<file path="config.mk">
export PLATFORM = sky130hd
export DESIGN_NAME = conv_layer_pixel_cache_output_flat
export DESIGN_NICKNAME = d
export VERILOG_FILES = /design/src/rtl/conv_layer_pixel_cache_output_if.sv /design/src/rtl/conv_layer_pixel_cache_output.sv /design/src/flat_wrapper.sv
export SDC_FILE = /design/constraint.sdc
export NUM_CORES = 1
export LEC_CHECK = 0
export CAP_MARGIN = 20
export CORE_MARGIN = 2
export CORE_UTILIZATION = 47
export DETAILED_ROUTE_END_ITERATION = 10
export PLACE_DENSITY = 0.75
export SYNTH_ARGS = -nofsm -noshare
export SYNTH_HDL_FRONTEND = slang
export SYNTH_SLANG_ARGS = --single-unit
</file>
<file path="constraint.sdc">
create_clock -name clk -period 17.6 [get_ports clk]
set_clock_uncertainty 0.05 [all_clocks]
set_input_delay 3.52 -clock clk [delete_from_list [all_inputs] [get_ports clk]]
set_output_delay 3.52 -clock clk [all_outputs]
set_load 0.02 [all_outputs]
</file>
<file path="src/rtl/conv_layer_pixel_cache_output_if.sv">
// Block-in / word-out bus of the convolution output cache: parallel result
// handshake from the kernel array plus the single-port result RAM write port.
interface conv_layer_pixel_cache_output_if #(
    parameter int DATA_WIDTH = 32,
    parameter int PORT_NUM   = 6,
    parameter int ADDR_WIDTH = 6
);
    logic                           in_valid;
    logic [DATA_WIDTH*PORT_NUM-1:0] in_result_port;
    logic                           in_ready;
    logic [ADDR_WIDTH-1:0]          ram_addr;
    logic [DATA_WIDTH-1:0]          ram_data;
    logic                           ram_we;

    modport master (
        output in_valid,
        output in_result_port,
        input  in_ready,
        input  ram_addr,
        input  ram_data,
        input  ram_we
    );

    modport slave (
        input  in_valid,
        input  in_result_port,
        output in_ready,
        output ram_addr,
        output ram_data,
        output ram_we
    );
endinterface

</file>
<file path="src/rtl/conv_layer_pixel_cache_output.sv">
// Buffers one parallel block of kernel results and serializes it into the result RAM.
// Optional macro CONV_OUT_RELU_EN clamps negative (sign-bit set) words to zero on write.
module conv_layer_pixel_cache_output #(
    parameter int DATA_WIDTH  = 32,
    parameter int PORT_NUM    = 6,
    parameter int ADDR_WIDTH  = 6,
    parameter int FRAME_WORDS = 36
) (
    input  logic                                 clk,
    input  logic                                 rst,
    input  logic                                 enable,
    conv_layer_pixel_cache_output_if.slave       bus,
    output logic [2:0]                           current_state,
    output logic                                 done
);
    localparam int WIDX_W = (PORT_NUM > 1) ? $clog2(PORT_NUM) : 1;

    typedef enum logic [2:0] {
        IDLE    = 3'd0,
        CAPTURE = 3'd1,
        WRITE   = 3'd2,
        DONE    = 3'd3
    } state_t;

    state_t                 state_r;
    state_t                 state_nxt_s;
    logic [ADDR_WIDTH-1:0]  wptr_r;
    logic [ADDR_WIDTH-1:0]  wptr_nxt_s;
    logic [WIDX_W-1:0]      widx_r;
    logic [WIDX_W-1:0]      widx_nxt_s;
    logic                   capture_s;
    logic                   last_word_s;
    logic                   frame_end_s;
    logic [DATA_WIDTH-1:0]  buf_r [PORT_NUM];
    logic [DATA_WIDTH-1:0]  data_nxt_s;
    logic [ADDR_WIDTH-1:0]  addr_nxt_s;
    logic                   in_ready_r;
    logic                   ram_we_r;
    logic                   done_r;
    logic [ADDR_WIDTH-1:0]  ram_addr_r;
    logic [DATA_WIDTH-1:0]  ram_data_r;

    // Word as it goes onto the RAM data bus; the clamp sits here so latency is unaffected.
    function automatic logic [DATA_WIDTH-1:0] relu_word(input logic [DATA_WIDTH-1:0] w);
`ifdef CONV_OUT_RELU_EN
        if (w[DATA_WIDTH-1]) begin
            relu_word = {DATA_WIDTH{1'b0}};
        end else begin
            relu_word = w;
        end
`else
        relu_word = w;
`endif
    endfunction

    assign last_word_s = (widx_r == WIDX_W'(PORT_NUM - 1));
    assign frame_end_s = ((32'(wptr_r) + 32'd1) == 32'(FRAME_WORDS));

    // Next-state, pointer and next-output decode; outputs are registered from these.
    always_comb begin
        state_nxt_s = state_r;
        wptr_nxt_s  = wptr_r;
        widx_nxt_s  = widx_r;
        capture_s   = 1'b0;
        data_nxt_s  = ram_data_r;
        addr_nxt_s  = ram_addr_r;
        case (state_r)
            IDLE: begin
                wptr_nxt_s = {ADDR_WIDTH{1'b0}};
                if (enable) begin
                    state_nxt_s = CAPTURE;
                end else begin
                    state_nxt_s = IDLE;
                end
            end
            CAPTURE: begin
                // enable wins over in_valid: a falling enable aborts the frame
                if (!enable) begin
                    state_nxt_s = IDLE;
                    wptr_nxt_s  = {ADDR_WIDTH{1'b0}};
                end else if (bus.in_valid) begin
                    state_nxt_s = WRITE;
                    capture_s   = 1'b1;
                    widx_nxt_s  = {WIDX_W{1'b0}};
                    addr_nxt_s  = wptr_r;
                    data_nxt_s  = relu_word(bus.in_result_port[DATA_WIDTH*PORT_NUM-1 -: DATA_WIDTH]);
                end else begin
                    state_nxt_s = CAPTURE;
                end
            end
            WRITE: begin
                wptr_nxt_s = wptr_r + {{(ADDR_WIDTH-1){1'b0}}, 1'b1};
                widx_nxt_s = widx_r + {{(WIDX_W-1){1'b0}}, 1'b1};
                if (last_word_s) begin
                    widx_nxt_s = {WIDX_W{1'b0}};
                    if (frame_end_s) begin
                        state_nxt_s = DONE;
                        wptr_nxt_s  = {ADDR_WIDTH{1'b0}};
                    end else begin
                        state_nxt_s = CAPTURE;
                    end
                end else begin
                    state_nxt_s = WRITE;
                    addr_nxt_s  = wptr_nxt_s;
                    data_nxt_s  = relu_word(buf_r[widx_nxt_s]);
                end
            end
            DONE: begin
                state_nxt_s = IDLE;
                wptr_nxt_s  = {ADDR_WIDTH{1'b0}};
            end
            default: begin
                state_nxt_s = IDLE;
                wptr_nxt_s  = {ADDR_WIDTH{1'b0}};
                widx_nxt_s  = {WIDX_W{1'b0}};
            end
        endcase
    end

    // State, pointers and registered outputs.
    always_ff @(posedge clk) begin
        if (rst) begin
            state_r    <= IDLE;
            wptr_r     <= {ADDR_WIDTH{1'b0}};
            widx_r     <= {WIDX_W{1'b0}};
            in_ready_r <= 1'b0;
            ram_we_r   <= 1'b0;
            done_r     <= 1'b0;
            ram_addr_r <= {ADDR_WIDTH{1'b0}};
            ram_data_r <= {DATA_WIDTH{1'b0}};
        end else begin
            state_r    <= state_nxt_s;
            wptr_r     <= wptr_nxt_s;
            widx_r     <= widx_nxt_s;
            in_ready_r <= (state_nxt_s == CAPTURE);
            ram_we_r   <= (state_nxt_s == WRITE);
            done_r     <= (state_nxt_s == DONE);
            ram_addr_r <= addr_nxt_s;
            ram_data_r <= data_nxt_s;
        end
    end

    // Single-block holding buffer; word 0 comes from the MSBs of the port.
    always_ff @(posedge clk) begin
        if (rst) begin
            for (int i = 0; i < PORT_NUM; i++) begin
                buf_r[i] <= {DATA_WIDTH{1'b0}};
            end
        end else if (capture_s) begin
            for (int i = 0; i < PORT_NUM; i++) begin
                buf_r[i] <= bus.in_result_port[DATA_WIDTH*(PORT_NUM-i)-1 -: DATA_WIDTH];
            end
        end
    end

    assign bus.in_ready   = in_ready_r;
    assign bus.ram_we     = ram_we_r;
    assign bus.ram_addr   = ram_addr_r;
    assign bus.ram_data   = ram_data_r;
    assign done           = done_r;
    assign current_state  = state_r;
endmodule

</file>
<file path="src/flat_wrapper.sv">
// flat-port wrapper written by rule: the top's interface ports become plain ports
module conv_layer_pixel_cache_output_flat 
#(
    parameter int DATA_WIDTH  = 32,
    parameter int PORT_NUM    = 6,
    parameter int ADDR_WIDTH  = 6,
    parameter int FRAME_WORDS = 36
)
  (clk, rst, enable, current_state, done, bus_in_valid, bus_in_result_port, bus_in_ready, bus_ram_addr, bus_ram_data, bus_ram_we);
  conv_layer_pixel_cache_output_if #(.DATA_WIDTH(DATA_WIDTH), .PORT_NUM(PORT_NUM), .ADDR_WIDTH(ADDR_WIDTH)) bus_i ();
  input  logic clk;
  input  logic rst;
  input  logic enable;
  output logic [2:0] current_state;
  output logic done;
  input wire logic [$bits(bus_i.in_valid)-1:0] bus_in_valid;
  input wire logic [$bits(bus_i.in_result_port)-1:0] bus_in_result_port;
  output wire logic [$bits(bus_i.in_ready)-1:0] bus_in_ready;
  output wire logic [$bits(bus_i.ram_addr)-1:0] bus_ram_addr;
  output wire logic [$bits(bus_i.ram_data)-1:0] bus_ram_data;
  output wire logic [$bits(bus_i.ram_we)-1:0] bus_ram_we;
  assign bus_i.in_valid = bus_in_valid;
  assign bus_i.in_result_port = bus_in_result_port;
  assign bus_in_ready = bus_i.in_ready;
  assign bus_ram_addr = bus_i.ram_addr;
  assign bus_ram_data = bus_i.ram_data;
  assign bus_ram_we = bus_i.ram_we;
  conv_layer_pixel_cache_output #(.DATA_WIDTH(DATA_WIDTH), .PORT_NUM(PORT_NUM), .ADDR_WIDTH(ADDR_WIDTH), .FRAME_WORDS(FRAME_WORDS)) u_core (.clk(clk), .rst(rst), .enable(enable), .bus(bus_i), .current_state(current_state), .done(done));
endmodule
</file>
# ---- Word level (Yosys, flattened, before mapping)
# Memory sizes are Yosys's and may differ from the RTL's.
# Index checks and enable logic that the tools add are counted.
dict set report word_totals {
  register_bits 53
  mem_bits_rw 192
  input_bits 196
  out_inout_bits 44
  wordCells 72
  memories 1
}
dict set report op_classes {
  add_sub_neg 3
  n_eq_ne 12
  n_mux 36
  bitwise_logic 7
  n_reduce_logical 5
}
# name words word_bits rd rd_clocked_by_memory_dff write_ports line
set mem_list {}
lappend mem_list {u_core.buf_r 6 32 1 0 6 conv_layer_pixel_cache_output.sv:34} ;# logic [DATA_WIDTH-1:0] buf_r [PORT_NUM];
# op n
set ops {}
lappend ops {{$mux 32} 9}
lappend ops {{$pmux 32 s2} 1}
lappend ops {{$mux 6} 6}
lappend ops {{$eq 32x6->1 const B} 1}
lappend ops {{$pmux 6 s2} 2}
lappend ops {{$pmux 3 s3} 2}
lappend ops {{$eq 3x2->1 const B} 4}
lappend ops {{$mux 3} 4}
lappend ops {{$mux 1} 9}
lappend ops {{$ne 2x2->1 const B} 4}
lappend ops {{$add 6x1->7 const B} 1}
lappend ops {{$add 6x1->6 const B} 1}
lappend ops {{$eq 3x1->1 const B} 2}
lappend ops {{$mux 2} 3}
lappend ops {{$or 1x1->1} 6}
lappend ops {{$reduce_and 4->1} 1}
lappend ops {{$add 3x1->3 const B} 1}
lappend ops {{$eq 3x3->1 const B} 1}
lappend ops {{$logic_not 3->1} 1}
lappend ops {{$reduce_and 3->1} 1}
lappend ops {{$reduce_bool 2->1} 1}
lappend ops {{$reduce_or 2->1} 1}
lappend ops {{$not 1->1} 1}

# ---- Logic depth before layout (Yosys ltp)
# Gate-level depths: netlist (run 1).
dict set report depth {
  ltp_word 7
  depth_mapped 9
  depth_no_buf 6
}

# ---- Least setup slack after synthesis (run 1)
# Ideal clock, no wire load.
dict set report synth_timing {
  path_kind {input-to-reg}
  start {in rst}
  end {mem u_core.buf_r[0][0], enable pin}
  setup_time_ps 586
  t_arrival_ps 8635
  t_required_ps 16964
  path_slack_ps 8329
  cell_stages 3
  path_buffers 2
  path_cell_list {clkbuf_1 clkbuf_1 nand2b_1}
}
# item line
set synth_rtl {}
lappend synth_rtl {{from (decl)} flat_wrapper.sv:12} ;# input logic rst;
lappend synth_rtl {{to (decl)} conv_layer_pixel_cache_output.sv:34}

==> key figures, run 1 <==
Die
  – DIE WIDTH: 156 um
  – Die Height: 156 um
  – Die Footprint: 24500 um^2
  – IO Pins: 240
  – Starting Density: 48.1%
  – Std-Cell Rows: 55
  – Core Area: 22700 um^2

Global routing
  – Vias in the first global route: 7186
  – Largest net degree at the start of global routing: 102
  – GRT overflow: 0
  – Initial antenna violation count: 1
  – Total Routing Usage GR: 20.7%
  – Global-route wire length before repair: 39.1 mm

CTS
  – CTS Buf Count: 26
  – Resized cells post-CTS: 0
  – # Post-CTS Setup Buffers: 0
  – Clock Pin Slew Worst Setup and Hold Paths: 0.06 ns
  – Root cell of the clock tree: clkbuf_16
  – TritonCTS clock tree: yes
  – CTS hold repair buffers: 0
  – H-tree depth: 1
  – Clk Latency, worst-skew pair: 0.53 ns
  – Clk sinks: 244
  – Clock Path Buffers: 3

Routing
  – Via Count: 7074
  – Antenna-violating nets left: 0
  – Vias per cell: 5.40
  – Post-Route WL: 25.6 mm
  – Drt pass-1 iters: 5
  – WL/cell: 19.5 um
  – # DRC: 0
  – Starting DRT DRC Count: 446

Worst setup path
  – R2r startpoint: u_core.current_state[1]
  – Crit. End Element: flop
  – Critical path class: input pin to flop
  – Crit-path max FO: 70
  – Startpoint types: input pin
  – Setup crit end: u_core.buf_r[4][19]
  – Worst R2R Path Depth: 8
  – Worst path required time: 17.70 ns
  – Critical R2R Capture: u_core.buf_r[4][19]
  – CP arrival: 6.70 ns
  – R2R setup slack: 13.88 ns
  – CP startpoint: enable

Placement
  – DP Worst Slack: 10.29 ns
  – Placed wire-length estimate: 15.8 mm
  – Final Wtd Congestion: 0.776
  – Input/output buffers: 238

Yosys
  – Count of different cell masters after synthesis: 42
  – Synth area leaders: edfxtp_1 53%, and2_1 11%, dfxtp_1 9.5%
  – Post-Synth Adder-Cell Area: 0.803%
  – Dominant synthesized flop cell: edfxtp_1
  – Mapped Cells: 793
  – Syn Area/Cell: 13.8 um^2
  – Compound-Gate Fraction of Synth Area: 6.64%
  – Synth async-reset ratio: 0%
  – Mux share of post-synthesis cell area: 10.0%
  – Post-synth EDFFs: 192
  – Xor/xnor share of the synthesized area: 0.470%
  – Synth area leader: edfxtp_1
  – Synth top area share: 52.8%
  – Largest family of logic cells by synthesized area: simple AND/OR/NAND/NOR gates
  – Simple-Gate Fraction of Synth Area: 16.5%
  – Seq/Total Area, Yosys: 62.4%
  – Post-Synthesis Cell Area: 10900 um^2
  – Synth Warn #: 0
  – Mapped Nets: 996
  – Synth Register Bits: 244

Pwr
  – Static leakage: 5.26 nW
  – Peak VDD IR: 0.0000619 V
  – Total power: 0.00131 W
  – Power Density: 91.6 nW/um^2

STA
  – Fmax: 151 MHz
  – RSZ-0062 raised after global routing: false
  – Final setup vio count: 0
  – Worst hold slack: 0.442 ns
  – Setup TNS: 0 ns
  – Final worst path period need: 6.60 ns
  – Worst Tran Pin Value: 1.00 ns
  – Post-route setup slack: 11.00 ns
  – Rel. slew slack: 33.0%
  – Final Hold Vio Count: 0
  – Slew Limit Fails: 0
  – Fin crit share: 37.5%

Cells and area
  – Most common cell after layout, fill and taps aside: clkdlybuf4s50_1
  – Share of layout cells above drive strength 1: 12.4%
  – Most frequent cells in the layout: 237 x clkdlybuf4s50_1, 194 x and2_1, 192 x edfxtp_1
  – Final net count: 1208
  – P&R area growth vs syn: 31.0%

Run status
  – Status: completed

Flow run
  – Max-cap check violation count: 0

Worst hold path
  – Worst hold path type: flop to flop
  – Hold path depth: 2
[per-layer routing]
metal / global-route usage, % / up-vias / part of all wire (%)
met1: 26.4 / 3434 / 40
met5: 0 / - / 0
met4: 6.60 / 0 / 2.4
li1: - / 3364 / -
met3: 3.71 / 40 / 6.3
met2: 36.0 / 236 / 51
[layout make-up]
class / count / area [um^2]
antenna: 1 / 2.50
clock buffer: 36 / 708
clock inverter: 12 / 95.1
fill: 1702 / 8410
inverter: 5 / 18.8
multi-input combinational: 479 / 3810
sequential: 244 / 6810
tap: 285 / 357
timing repair buffer: 249 / 2490
[worst max-delay path, cell delays in order]
cell and delay (ns):
clkdlybuf4s50_1 0.51, and2_1 0.28, nand2_1 0.22, nand2b_4 0.44
buf_4 0.56, buf_12 0.32, buf_4 0.74
[metrics by stage]
stage | std cells | utilization, % | area [um^2]
2_1_floorplan | 793 | - | 10900
3_3_place_gp | 1260 | 59.2 | 13400
3_5_place_dp | 1260 | 59.2 | 13400
4_1_cts | 1308 | 62.7 | 14200
5_1_grt | 1311 | 63.0 | 14300
6_report | 1311 | 63.0 | 14300
[flip-flops by register name, summed over array words and instances (netlist names)]
signal / count
u_core.bus.ram_addr: 6
u_core.wptr_r: 6
u_core.bus.ram_data: 32
u_core.buf_r: 192
u_core.bus.ram_we: 1
u_core.current_state: 2
u_core.bus.in_ready: 1
u_core.done: 1
u_core.widx_r: 3
[power breakdown]
| group | leakage, nW | total [W] | internal [W] | switching, W |
|---|---|---|---|---|
| Clock | 0.395 | 0.000518 | 0.000296 | 0.000222 |
| Sequential | 2.43 | 0.000662 | 0.000651 | 0.0000108 |
| Combinational | 2.44 | 0.000131 | 0.0000740 | 0.0000565 |
[worst min-delay path by stage]
| stage | start | endpoint | slack [ns] |
|---|---|---|---|
| after global routing | u_core.bus.ram_addr[4] | u_core.bus.ram_addr[4] | 0.47 |
| after floorplan | u_core.widx_r[1] | u_core.widx_r[1] | 0.40 |
| after global placement | u_core.widx_r[1] | u_core.widx_r[1] | 0.41 |
| final | u_core.widx_r[1] | u_core.widx_r[1] | 0.44 |
| after CTS | u_core.wptr_r[1] | u_core.wptr_r[1] | 0.44 |
| after detailed placement | u_core.wptr_r[1] | u_core.wptr_r[1] | 0.43 |
[kinds of logic after synthesis]
family | Yosys count
muxes | 65
buffers and inverters | 70
and+or+nand+nor | 312
other | 1
xor gates and xnor gates | 5
adders and majority gates | 7
AOI/OAI and AO/OA | 89
DFF | 244
[cells in the mapped netlist, drive strengths merged (2+ instances only)]
library cell	instances
a211oi	38
a21oi	9
a221oi	32
and2	194
and3	35
buf	27
clkbuf	38
dfxtp	52
edfxtp	192
ha	7
inv	5
mux2	32
mux4	32
nand2	13
nand2b	3
nand3	5
nand4	4
nor2	45
nor2b	3
nor3	2
o21ai	4
or3	2
or4	2
xor2	5
Note: power is estimated with default switching activity, not from simulation.
==> run 2, diff against run 1 <==
--- a/config.mk
+++ b/config.mk
@@ -7,9 +7,9 @@
 export LEC_CHECK = 0
 export CAP_MARGIN = 20
 export CORE_MARGIN = 2
-export CORE_UTILIZATION = 47
+export CORE_UTILIZATION = 46
 export DETAILED_ROUTE_END_ITERATION = 10
-export PLACE_DENSITY = 0.75
+export PLACE_DENSITY = 0.77
 export SYNTH_ARGS = -nofsm -noshare
 export SYNTH_HDL_FRONTEND = slang
 export SYNTH_SLANG_ARGS = --single-unit
==> constraint.sdc (replaced) <==
create_clock -name clk -period 5.5 [get_ports clk]
set_clock_uncertainty 0.05 [all_clocks]
set_input_delay 1.1 -clock clk [delete_from_list [all_inputs] [get_ports clk]]
set_output_delay 1.1 -clock clk [all_outputs]
set_load 0.02 [all_outputs]
==> run 2 against run 1 <==
First-iteration DRC count up 12%. Die area grew 2.1%. Count of clock-buffer cells in the layout is 4 higher. Routed wire length rose by 0.60%.
==> key figures, run 2 (same netlist as run 1, synthesis figures left out) <==
CTS
  – Clk Latency, worst-skew pair: 0.53 ns (about the same)
  – Clock Path Buffers: 3 (unchanged)
  – Resized cells post-CTS: 0 (unchanged)
  – CTS Buf Count: 27 (+3.8%)
  – H-tree depth: 1 (unchanged)
  – Root cell of the clock tree: clkbuf_16
  – # Post-CTS Setup Buffers: 0 (unchanged)
  – Clock Pin Slew Worst Setup and Hold Paths: 0.06 ns (about the same)
  – TritonCTS clock tree: yes
  – CTS hold repair buffers: 0 (unchanged)
  – Clk sinks: 244 (unchanged)

Die
  – Std-Cell Rows: 56 (+1.8%)
  – Die Footprint: 25000 um^2 (+2.1%)
  – IO Pins: 240 (unchanged)
  – Die Height: 158 um (+1.1%)
  – Starting Density: 46.6% (-1.4 points)
  – Core Area: 23400 um^2 (+3.1%)
  – DIE WIDTH: 158 um (+1.1%)

Run status
  – Status: completed

Worst setup path
  – Crit. End Element: flop
  – R2r startpoint: u_core.widx_r[0]
  – Startpoint types: input pin
  – Crit-path max FO: 43 (-39%)
  – Critical R2R Capture: u_core.bus.ram_data[10]
  – Worst path required time: 5.83 ns (-11.87 ns)
  – Worst R2R Path Depth: 7 (-1)
  – CP startpoint: enable
  – Critical path class: input pin to flop
  – CP arrival: 3.42 ns (-3.28 ns)
  – R2R setup slack: 2.59 ns (-11.29 ns)

Routing
  – Starting DRT DRC Count: 501 (+12%)
  – Post-Route WL: 25.8 mm (+0.60%)
  – Vias per cell: 5.34 (-0.95%)
  – WL/cell: 19.1 um (-2.1%)
  – # DRC: 0 (unchanged)
  – Antenna-violating nets left: 0 (unchanged)
  – Via Count: 7199 (+1.8%)
  – Drt pass-1 iters: 5 (unchanged)

Global routing
  – Global-route wire length before repair: 39.6 mm (+1.2%)
  – GRT overflow: 0 (unchanged)
  – Total Routing Usage GR: 20.7% (+0.031 points)
  – Vias in the first global route: 7235 (+0.68%)
  – Largest net degree at the start of global routing: 95 (-6.9%)
  – Initial antenna violation count: 2 (+1)

Placement
  – DP Worst Slack: 1.87 ns (-8.41 ns)
  – Final Wtd Congestion: 0.778 (+0.26%)
  – Input/output buffers: 238 (unchanged)
  – Placed wire-length estimate: 16.4 mm (+4.0%)
  – Inst Count DP: 1297 (+2.9%)

Flow run
  – Max-cap check violation count: 0 (unchanged)

Cells and area
  – Share of layout cells above drive strength 1: 12.7% (+0.27 points)
  – Fillcell total: 1863 (+9.5%)
  – Most frequent cells in the layout: 237 x clkdlybuf4s50_1, 194 x and2_1, 192 x edfxtp_1
  – P&R area growth vs syn: 32.5%
  – Final net count: 1210 (+0.17%)
  – Final Util: 61.8% (-1.2 points)
  – Max FFs per register: 192 (unchanged)
  – Most common cell after layout, fill and taps aside: clkdlybuf4s50_1
  – Biggest register: u_core.buf_r
  – Cell Count, Final, Fillers Out: 1347 (+2.7%)

Worst hold path
  – Hold EP: u_core.widx_r[1]
  – Hold path depth: 2 (unchanged)
  – Worst hold path type: flop to flop
  – Worst Min Path Start: u_core.widx_r[1]

STA
  – Rel. slew slack: 33.3% (+0.32 points)
  – RSZ-0062 raised after global routing: false
  – Slew Limit Fails: 0 (unchanged)
  – Final worst path period need: 3.09 ns
  – Fmax: 324 MHz
  – Setup TNS: 0 ns (unchanged)
  – Final Hold Vio Count: 0 (unchanged)
  – Worst Tran Pin Value: 1.00 ns (-0.00338 ns)
  – Fin crit share: 56.2%
  – Post-route setup slack: 2.41 ns (-8.59 ns)
  – Final setup vio count: 0 (unchanged)
  – Worst hold slack: 0.425 ns (-0.0174 ns)

Pwr
  – Static leakage: 5.31 nW (+0.92%)
  – Power Density: 300 nW/um^2 (+230%)
  – Peak VDD IR: 0.000206 V (+230%)
==> run 2: final cells by class <==
class                   instances  area [um^2]  share of cell area (%)
inverters                       5         18.8                   0.130
repair buffers                250         2520                    17.5
clock inverters                 9          124                   0.857
well taps                     319          399                    2.76
multi-input cells             479         3810                    26.4
clock buffers                  40          764                    5.29
diodes                          1         2.50                  0.0173
flip-flops and latches        244         6810                    47.1
==> run 2: worst max path at each step <==
| stage | to | slack (ns) | cells past startpoint |
|---|---|---|---|
| 6_report | u_core.buf_r[2][18] | 2.41 | 6 |
| 5_1_grt | u_core.buf_r[2][18] | 2.20 | 6 |
| 4_1_cts | u_core.buf_r[2][18] | 2.42 | 6 |
| 3_5_place_dp | u_core.buf_r[2][18] | 1.87 | 6 |
| 3_3_place_gp | u_core.buf_r[5][3] | 2.00 | 6 |
| 2_1_floorplan | u_core.buf_r[0][0] | 0.88 | 3 |
==> run 2: report_power, final <==
group	total (W)	internal (W)	leakage [nW]	switching (W)
logic	0.000420	0.000239	2.46	0.000181
clock network	0.00181	0.00110	0.430	0.000708
registers	0.00212	0.00208	2.43	0.0000329
==> run 2: worst max-delay path, stage by stage <==
cell and delay (ns):
clkdlybuf4s50_1 0.53, and2_1 0.29, nand2_1 0.20, nor2_4 0.64
buf_4 0.43, and2_1 0.19
==> run 2: metrics by stage <==
stage	power (W)	cell area, um^2
4_1_cts	0.00438	14500
3_3_place_gp	0.00257	13500
5_1_grt	0.00448	14500
6_report	0.00434	14500
2_1_floorplan	0.00234	10900
3_5_place_dp	0.00258	13600
==> run 2: layer usage <==
metal | up-vias | wire length (um) | global-route usage [%] | part of all wire [%]
li1 | 3366 | - | - | -
met1 | 3532 | 10400 | 26.6 | 40
met2 | 253 | 12900 | 35.6 | 50
met3 | 46 | 1800 | 4.63 | 7.0
met4 | 2 | 615 | 5.75 | 2.4
met5 | - | 13 | 0 | 0.050
==> run 3, diff against run 2 <==
==> constraint.sdc (replaced) <==
create_clock -name clk -period 2.8 [get_ports clk]
set_clock_uncertainty 0.05 [all_clocks]
set_input_delay 0.56 -clock clk [delete_from_list [all_inputs] [get_ports clk]]
set_output_delay 0.56 -clock clk [all_outputs]
set_load 0.02 [all_outputs]
==> run 3 against run 2 <==
Register-to-register slack worse by 2.2 ns. Critical path depth is 2 higher. Sequential power is 96% higher. Count of clock-buffer cells in the layout is 5 lower. Setup slack worse by 2.0 ns. Final area hardly changed. Hold slack better by 0.018 ns. Non-clock buffer count is 5 higher. Die area stayed put. Routed wire length is 0.23% higher. Highest routed layer is now met4.
==> key figures, run 3 (same netlist as run 1, synthesis figures left out) <==
CTS
  – Resized cells post-CTS: 0 (unchanged)
  – Clock Path Buffers: 3 (unchanged)
  – # Post-CTS Setup Buffers: 0 (unchanged)
  – Root cell of the clock tree: clkbuf_16
  – Clk Latency, worst-skew pair: 0.52 ns (about the same)
  – Clock Pin Slew Worst Setup and Hold Paths: 0.06 ns (about the same)
  – H-tree depth: 1 (unchanged)
  – TritonCTS clock tree: yes
  – CTS Buf Count: 25 (-7.4%)
  – CTS hold repair buffers: 0 (unchanged)
  – Clk sinks: 244 (unchanged)

Global routing
  – Initial antenna violation count: 1 (-1)
  – GRT overflow: 0 (unchanged)
  – Vias in the first global route: 7201 (-0.47%)
  – Global-route wire length before repair: 39.2 mm (-0.82%)
  – Largest net degree at the start of global routing: 104 (+9.5%)
  – Total Routing Usage GR: 20.5% (-0.25 points)

Routing
  – Drt pass-1 iters: 5 (unchanged)
  – Antenna-violating nets left: 0 (unchanged)
  – Vias per cell: 5.33 (-0.34%)
  – WL/cell: 19.1 um (about the same)
  – Post-Route WL: 25.8 mm (+0.23%)
  – Starting DRT DRC Count: 497 (-0.80%)
  – Via Count: 7185 (-0.19%)
  – # DRC: 0 (unchanged)

STA
  – Worst Tran Pin Value: 0.755 ns (-0.245 ns)
  – Fin crit share: 86.3%
  – Setup TNS: 0 ns (unchanged)
  – Rel. slew slack: 49.7% (+16 points)
  – Fmax: 414 MHz
  – Final worst path period need: 2.42 ns
  – Final Hold Vio Count: 0 (unchanged)
  – Slew Limit Fails: 0 (unchanged)
  – Final setup vio count: 0 (unchanged)
  – RSZ-0062 raised after global routing: false

Pwr
  – Switch Pwr: 0.00179 W (+94%)
  – Comb pwr share: 10.1% (+0.4 points)
  – Power Density: 576 nW/um^2 (+92%)
  – Static leakage: 5.32 nW (about the same)
  – Peak VDD IR: 0.000355 V (+72%)
  – Sequential share of power: 49.9% (+1.2 points)
  – Clock network power share: 40.0% (-1.6 points)
  – Int Pwr: 0.00654 W (+91%)
  – Switching Share: 21.4% (+0.20 points)

Worst setup path
  – Worst path required time: 3.18 ns (-2.65 ns)
  – Critical R2R Capture: u_core.bus.ram_data[23]
  – R2r startpoint: u_core.current_state[0]
  – Crit-path max FO: 54 (+26%)
  – R2R setup slack: 0.38 ns (-2.21 ns)
  – Startpoint types: flop
  – Crit. End Element: flop
  – CP arrival: 2.79 ns (-0.63 ns)
  – Critical path class: flop to flop
  – Worst R2R Path Depth: 8 (+1)

Cells and area
  – P&R area growth vs syn: 32.5% (about the same)
  – Biggest register: u_core.buf_r
  – Max FFs per register: 192 (unchanged)
  – Final net count: 1213 (+0.25%)
  – Most frequent cells in the layout: 237 x clkdlybuf4s50_1, 194 x and2_1, 192 x edfxtp_1
  – Most common cell after layout, fill and taps aside: clkdlybuf4s50_1
  – Fillcell total: 1796 (-3.6%)
  – Multi-input gate area: 3820 um^2 (+0.13%)
  – Final Util: 61.8% (about the same)
  – Register area: 6810 um^2 (about the same)
  – Share of layout cells above drive strength 1: 13.3% (+0.66 points)

Placement
  – Final Wtd Congestion: 0.826 (+6.1%)
  – Placed wire-length estimate: 16.7 mm (+1.9%)
  – Input/output buffers: 238 (unchanged)

Die
  – Starting Density: 46.6% (unchanged)
  – DIE WIDTH: 158 um (unchanged)
  – IO Pins: 240 (unchanged)
  – Std-Cell Rows: 56 (unchanged)
  – Die Height: 158 um (unchanged)
  – Die Footprint: 25000 um^2 (unchanged)
  – Core Area: 23400 um^2 (unchanged)

Worst hold path
  – Hold path depth: 2 (unchanged)
  – Worst hold path type: flop to flop
  – Worst Min Path Start: u_core.widx_r[1]
  – Hold EP: u_core.widx_r[1]

Flow run
  – Max-cap check violation count: 0 (unchanged)

Run status
  – Status: completed
run 3: cell types whose count changed in the layout (fill, tap and decap cells not counted), sizes merged:
cell	delta
clkinv	+3
clkinvlp	-1
clkbuf	-5
buf	+5
run 3: cell type report:
class	instances	area share (%)
sequential	244	47.1
clock buffer	35	4.72
clock inverter	11	0.909
timing repair buffer	255	17.9
tap	319	2.76
antenna	1	0.0173
inverter	5	0.130
multi-input combinational	479	26.4
run 3: routing by layer:
layer / wire length, um / vias up / GRT usage, %
met3: 1730 / 34 / 3.34
met5: 0 / - / 0
met2: 12700 / 274 / 34.3
met4: 496 / 0 / 5.23
met1: 10900 / 3512 / 28.0
li1: - / 3365 / -
run 3: power by group through the flow:
stage | clock network [W] | logic, W | registers [W]
floorplan | 0 | 0.000297 | 0.00428
global placement | 0 | 0.000835 | 0.00422
detailed placement | 0 | 0.000842 | 0.00423
CTS | 0.00339 | 0.000847 | 0.00416
global route | 0.00354 | 0.000905 | 0.00417
finish | 0.00333 | 0.000841 | 0.00416
run 3: metrics by stage:
stage / total power [W] / cells / hold slack (ns) / instance area [um^2] / setup slack, ns
floorplan: 0.00458 / 793 / 0.399 / 10900 / 0.00625
global placement: 0.00506 / 1302 / 0.412 / 13600 / 0.323
detailed placement: 0.00508 / 1302 / 0.422 / 13600 / 0.224
CTS: 0.00839 / 1348 / 0.428 / 14500 / 0.399
global route: 0.00861 / 1349 / 0.467 / 14500 / 0.276
finish: 0.00833 / 1349 / 0.443 / 14500 / 0.384
run 3: critical path, stage by stage, from the launching register on:
cell,delay (ns)
dfxtp_2,0.34
inv_1,0.08
ha_2,0.19
buf_4,0.48
nor2_1,0.16
a311oi_4,0.36
buf_12,0.30
nor2_1,0.08
a211oi_1,0.25
run 3: how the worst max path moves through the flow:
stage	slack (ns)	end	depth (start not counted)	startpoint
floorplan	0.006	u_core.buf_r[0][0]	6	u_core.current_state[1]
global placement	0.32	u_core.buf_r[4][17]	5	enable
detailed placement	0.22	u_core.buf_r[4][12]	5	enable
CTS	0.40	u_core.bus.ram_addr[4]	8	u_core.current_state[0]
global route	0.28	u_core.bus.ram_data[22]	8	u_core.current_state[0]
finish	0.38	u_core.bus.ram_data[23]	8	u_core.current_state[0]
